$ cat src/rtl/stepper_seq.sv
// -----------------------------------------------------------------------------
// stepper_seq -- stepper motor phase sequencer
//
// Steps an 8-entry coil pattern table (half-step granularity) forward or in
// reverse, in full-step (phase +/-2) or half-step (phase +/-1) mode. Each step
// takes STEP_PERIOD clock cycles. A move can be paused (level) or aborted.
//
// Optional feature macro: STEPPER_SEQ_HOLD_EN
//   defined   : coils stay energized with pattern[p] while idle (holding torque)
//   undefined : coils are de-energized (0000) while idle
//
// Parameters
//   STEP_PERIOD  clock cycles per motor step (>= 2)
//   CNT_W        width of the step-count request / remaining-count output
//
// Ports
//   clk           clock, all state changes on the rising edge
//   rst_n         asynchronous active-low reset
//   start_i       move request, sampled only while idle
//   dir_i         1 = forward (phase +), 0 = reverse; latched at start
//   half_i        1 = half-step, 0 = full-step; latched at start
//   steps_i       number of steps; latched at start
//   pause_i       level, freezes an active move
//   abort_i       terminates an active move (no done pulse)
//   busy_o        high while a move is running or paused
//   done_o        one-cycle pulse on normal completion
//   steps_left_o  remaining steps
//   phase_o       current phase index p (0..7)
//   signal_o      coil drive pattern
// -----------------------------------------------------------------------------
module stepper_seq #(
  parameter int unsigned STEP_PERIOD = 10000,
  parameter int unsigned CNT_W       = 16
) (
  input  logic             clk,
  input  logic             rst_n,
  input  logic             start_i,
  input  logic             dir_i,
  input  logic             half_i,
  input  logic [CNT_W-1:0] steps_i,
  input  logic             pause_i,
  input  logic             abort_i,
  output logic             busy_o,
  output logic             done_o,
  output logic [CNT_W-1:0] steps_left_o,
  output logic [2:0]       phase_o,
  output logic [3:0]       signal_o
);

  localparam int unsigned      TMR_W    = (STEP_PERIOD > 2) ? $clog2(STEP_PERIOD) : 1;
  localparam logic [TMR_W-1:0] TMR_LAST = TMR_W'(STEP_PERIOD - 1);
  localparam logic [CNT_W-1:0] CNT_ONE  = {{(CNT_W-1){1'b0}}, 1'b1};

  typedef enum logic [1:0] {
    S_IDLE  = 2'd0,
    S_RUN   = 2'd1,
    S_PAUSE = 2'd2
  } state_e;

  state_e           state_q, state_d;
  logic [TMR_W-1:0] timer_q, timer_d;
  logic [CNT_W-1:0] cnt_q, cnt_d;
  logic [2:0]       phase_q, phase_d;
  logic             dir_q, dir_d;
  logic             half_q, half_d;
  logic             done_q, done_d;
  logic [2:0]       step_s;
  logic             busy_s;

  // Coil pattern for each half-step phase index.
  function automatic logic [3:0] pattern_f(input logic [2:0] p);
    logic [3:0] pat;
    case (p)
      3'd0:    pat = 4'b1000;
      3'd1:    pat = 4'b1100;
      3'd2:    pat = 4'b0100;
      3'd3:    pat = 4'b0110;
      3'd4:    pat = 4'b0010;
      3'd5:    pat = 4'b0011;
      3'd6:    pat = 4'b0001;
      3'd7:    pat = 4'b1001;
      default: pat = 4'b0000;
    endcase
    return pat;
  endfunction

  // Signed phase increment as a modulo-8 addend (-1 = 7, -2 = 6).
  always_comb begin
    step_s = 3'd0;
    if (dir_q) begin
      step_s = half_q ? 3'd1 : 3'd2;
    end else begin
      step_s = half_q ? 3'd7 : 3'd6;
    end
  end

  // Next-state logic for the move FSM, timer, step counter and phase.
  always_comb begin
    state_d = state_q;
    timer_d = timer_q;
    cnt_d   = cnt_q;
    phase_d = phase_q;
    dir_d   = dir_q;
    half_d  = half_q;
    done_d  = 1'b0;
    case (state_q)
      S_IDLE: begin
        if (start_i) begin
          if (steps_i != {CNT_W{1'b0}}) begin
            state_d = S_RUN;
            cnt_d   = steps_i;
            timer_d = {TMR_W{1'b0}};
            dir_d   = dir_i;
            half_d  = half_i;
          end else begin
            // Zero-length move completes at once without going busy.
            done_d = 1'b1;
          end
        end else begin
          state_d = S_IDLE;
        end
      end
      S_RUN, S_PAUSE: begin
        if (abort_i) begin
          state_d = S_IDLE;
          cnt_d   = {CNT_W{1'b0}};
          timer_d = {TMR_W{1'b0}};
        end else if (pause_i) begin
          // Pause wins over a coinciding terminal count: nothing advances.
          state_d = S_PAUSE;
        end else begin
          // Releasing pause resumes counting in this same cycle, so the frozen
          // time equals exactly the number of cycles pause_i was high.
          state_d = S_RUN;
          if (timer_q == TMR_LAST) begin
            timer_d = {TMR_W{1'b0}};
            phase_d = phase_q + step_s;
            cnt_d   = cnt_q - CNT_ONE;
            if (cnt_q == CNT_ONE) begin
              state_d = S_IDLE;
              done_d  = 1'b1;
            end else begin
              state_d = S_RUN;
            end
          end else begin
            timer_d = timer_q + 1'b1;
          end
        end
      end
      default: begin
        state_d = S_IDLE;
        timer_d = {TMR_W{1'b0}};
        cnt_d   = {CNT_W{1'b0}};
      end
    endcase
  end

  // State and datapath registers.
  always_ff @(posedge clk or negedge rst_n) begin
    if (!rst_n) begin
      state_q <= S_IDLE;
      timer_q <= {TMR_W{1'b0}};
      cnt_q   <= {CNT_W{1'b0}};
      phase_q <= 3'd0;
      dir_q   <= 1'b0;
      half_q  <= 1'b0;
      done_q  <= 1'b0;
    end else begin
      state_q <= state_d;
      timer_q <= timer_d;
      cnt_q   <= cnt_d;
      phase_q <= phase_d;
      dir_q   <= dir_d;
      half_q  <= half_d;
      done_q  <= done_d;
    end
  end

  // Output decode from registered state.
  always_comb begin
    busy_s = (state_q != S_IDLE);
`ifdef STEPPER_SEQ_HOLD_EN
    signal_o = pattern_f(phase_q);
`else
    if (busy_s) begin
      signal_o = pattern_f(phase_q);
    end else begin
      signal_o = 4'b0000;
    end
`endif
  end

  assign busy_o       = busy_s;
  assign done_o       = done_q;
  assign steps_left_o = cnt_q;
  assign phase_o      = phase_q;

endmodule

$ cat config.mk
export PLATFORM = sky130hd
export DESIGN_NAME = stepper_seq
export DESIGN_NICKNAME = d
export VERILOG_FILES = /design/src/rtl/stepper_seq.sv
export SDC_FILE = /design/constraint.sdc
export NUM_CORES = 1
export LEC_CHECK = 0
export CORE_MARGIN = 2
export CORE_UTILIZATION = 41
export DETAILED_ROUTE_END_ITERATION = 12
export GPL_ROUTABILITY_DRIVEN = 0
export HOLD_SLACK_MARGIN = 0.03
export PLACE_DENSITY = 0.74
export SLEW_MARGIN = 20
export SYNTH_ARGS = -nofsm -noshare
export SYNTH_HDL_FRONTEND = slang
export SYNTH_SLANG_ARGS = --single-unit
$ cat constraint.sdc
create_clock -name clk -period 2.3 [get_ports clk]
set_input_delay 0.46 -clock clk [delete_from_list [all_inputs] [get_ports clk]]
set_output_delay 0.46 -clock clk [all_outputs]
set_load 0.05 [all_outputs]
==> reports/metrics.cfg <==
[placed_design]
dpl_worst_slack_ns=-0.0985
post-dp-hpwl_mm=5.00
portBuffers=47

[clocking]
clk_path_buf_depth=2
clk_latency_ns=0.30
ctsHoldBuffers=0
clk_pin_slew_ns=0.08
cts_sinks=38
cts-root-buf=clkbuf_8
cts_tree=yes
cts_buffers=5
ctsHtreeMaxLevel=2

[synthesis]
ys_warn_count=0
synth.net_count=304
synth_top_area_share_pct=39.1
synth-edff-count=0
ys_ff_latch=38
ys_top_cells_by_area=dfrtp_1, xnor2_1, nor2_1, o21ai_0, a21oi_1
synth-seq-area-share_pct=39.1
avgSynthCellArea_um2=8.87
ys.flop_type=dfrtp_1
yosysTopAreaCell=dfrtp_1
synthArstFlopShare_pct=100
yosysUniqueCellTypes=45
synthCells=274
syn_area_um2=2430

[setup_path]
path_delay_family=buffers and inverters
endpoint_kind=register
crit_type=in -> reg
cp-start-kind=primary input
worstPathMaxFanout=12
crit_slowest_cell=clkdlybuf4s50_1
critPathArrivalTime_ns=2.38
worst_ep_required_time_ns=2.47
slowest_delay_ns=0.49
crit_chain=clkdlybuf4s50_1, nor4_2, buf_4, a41o_1, o2bb2ai_2, or2_4, o21ai_0
cp_num_buf_inv=2

[power]
switching_share_pct=44.5
switching_power_mw=1.51
clkPwrFrac_pct=21.0
max-vdd-ir-drop_v=0.000607
p_comb_share_pct=49.2
p_leak_nw=1.40
seq_power_share_pct=29.8
total_power_mw=3.40
internal_power_mw=1.89
p_per_area_nw_per_um2=1030

[timing]
slew_headroom_pct=41.9
whs_ns=0.273
hold_viol_final=0
min_period_ns=2.21
slew_viol_final=0
setup-tns-final_ns=0
skew_ns=0.0141
worst_pin_slew_ns=0.871
period_share_pct=96.1
max_freq_mhz=453
final-setup-viol-count=0
layout_setup_ws_ns=0.0901
rsz0062_at_grt=false

[drt]
routed_wl_mm=6.82
wl_per_cell_um=16.2
first_pass_iters=5
viasPerCell=5.83
via_count=2460
drtAntennaViolNets=0
drt_iter0_markers=239
drc_errors=0

[grt]
antenna_found_initial=0
gr-usage-all-layers_pct=22.4
grt_pass1_wl_mm=11.5
overflow=0
grt_max_degree=39
first_global_vias=2409

[die]
initial_utilization_pct=41.8
rows=28
io_pins=48
die_y_um=81.0
dieArea_um2=6560
coreArea_um2=5820
fp.dieW_um=81.0

[finish]
nets=376
diodes=0
fin_util_pct=56.9
area.growth.synth_to_final_pct=36.3
drive_above_1_share_pct=15.9

[flow_run]
cap_viol_max_count=0

[status]
run_status=completed

[worst_hold_path]
hold_class=in -> async

cell usage in the layout (no fill, tap or decap), types with 3 or more instances in the layout:
cell,netlist,routed
buf_4,0,33
nand3_1,8,8
nand4_1,4,4
clkdlybuf4s50_1,0,41
clkbuf_8,0,6
ha_1,6,6
o21ai_1,6,6
a21o_1,4,4
a21oi_1,17,17
or4_1,3,3
mux2_2,5,5
nor3_1,5,5
dfrtp_1,38,38
xnor2_1,13,13
nand2_1,19,19
and2_1,4,4
a211oi_1,9,8
a32oi_1,4,4
nor2b_1,3,3
inv_1,12,12
nor2_1,28,28
o21ai_0,21,21
o31ai_1,6,6
nor4_1,10,9
and4_1,3,3
a22oi_1,6,6
o22ai_1,4,4
routing by layer:
metal  routed length, µm  GRT usage [%]
met1                2850           29.1
met2                3420           37.1
met3                 450           5.44
met4                  95           6.44
met5                   0              0
power by group through the flow:
| stage | logic, mW | clock network, mW | registers [mW] |
|---|---|---|---|
| 2_1_floorplan | 0.653 | 0 | 1.40 |
| 3_3_place_gp | 1.64 | 0 | 1.01 |
| 3_5_place_dp | 1.65 | 0 | 1.02 |
| 4_1_cts | 1.66 | 0.716 | 1.01 |
| 5_1_grt | 1.79 | 0.758 | 1.04 |
| 6_report | 1.67 | 0.712 | 1.01 |
through the flow:
step / std cells / area (µm²)
2_1_floorplan: 274 / 2430
3_3_place_gp: 414 / 3160
3_5_place_dp: 414 / 3160
4_1_cts: 422 / 3300
5_1_grt: 422 / 3310
6_report: 422 / 3310
cell families (layout without fill, tap and decap cells):
kind of cell             count (synthesis)  in the layout  share of synthesized area, %
AO/OA/AOI/OAI                           85             85                          22.5
flip-flops                              38             38                          39.1
AND/OR/NAND/NOR                        101            101                          22.9
multiplexers                             5              5                          2.32
XOR/XNOR                                15             15                          5.41
adder cells (fa/ha/maj)                  7              7                          3.91
buffers and inverters                   23             96                          3.91
flip-flops by register name, summed over array words and instances (netlist names):
name          flops
steps_left_o     16
timer_q          14
phase_o           3
state_q           2
dir_q             1
done_o            1
half_q            1
what timing repair did:
action / CTS / global route
gates resized for setup: 0 / 1
endpoints found under the setup margin: 0 / 2
buffers inserted: 0 / 0
worst register-to-register path, cell delays in order, from the launching register on:
cell     delay, ns
dfrtp_1       0.46
or4b_4        0.59
nor4_4        0.36
nor2_1        0.10
nor2_1        0.19
buf_4         0.22
nor2_1        0.07
cell type report:
cell class / instances / area, µm²
Timing Repair Buffer: 76 / 683
Clock inverter: 2 / 60.1
Multi-Input combinational cell: 213 / 1400
Fill cell: 508 / 2500
Sequential cell: 38 / 951
Tap cell: 75 / 93.8
Inverter: 12 / 45.0
Clock buffer: 6 / 82.6
synth_stat cells, drive strengths merged, types with 4 or more instances:
master,count
a22oi,6
a21o,4
nor2,28
nor4,12
o21ai,27
clkbuf,9
dfrtp,38
and2,4
a211oi,9
nand2,19
xnor2,13
inv,12
ha,6
o22ai,4
o31ai,6
nand3,8
nand4,4
nor3,5
mux2,5
a32oi,4
a21oi,17
path summary, 6_finish.rpt:
check	start	to	slack [ns]	depth (start not counted)
setup / recovery	steps_i[8]	steps_left_o[12]	0.09	7
hold / removal	rst_n	timer_q[13]	0.27	1
max in group asynchronous	rst_n	timer_q[2]	1.48	1
hold reg to reg	state_q[1]	state_q[1]	0.54	2
setup reg to reg	timer_q[4]	timer_q[8]	0.20	6
min in group clk	state_q[1]	state_q[1]	0.54	2
No activity file was read; power rests on OpenSTA's default activity.
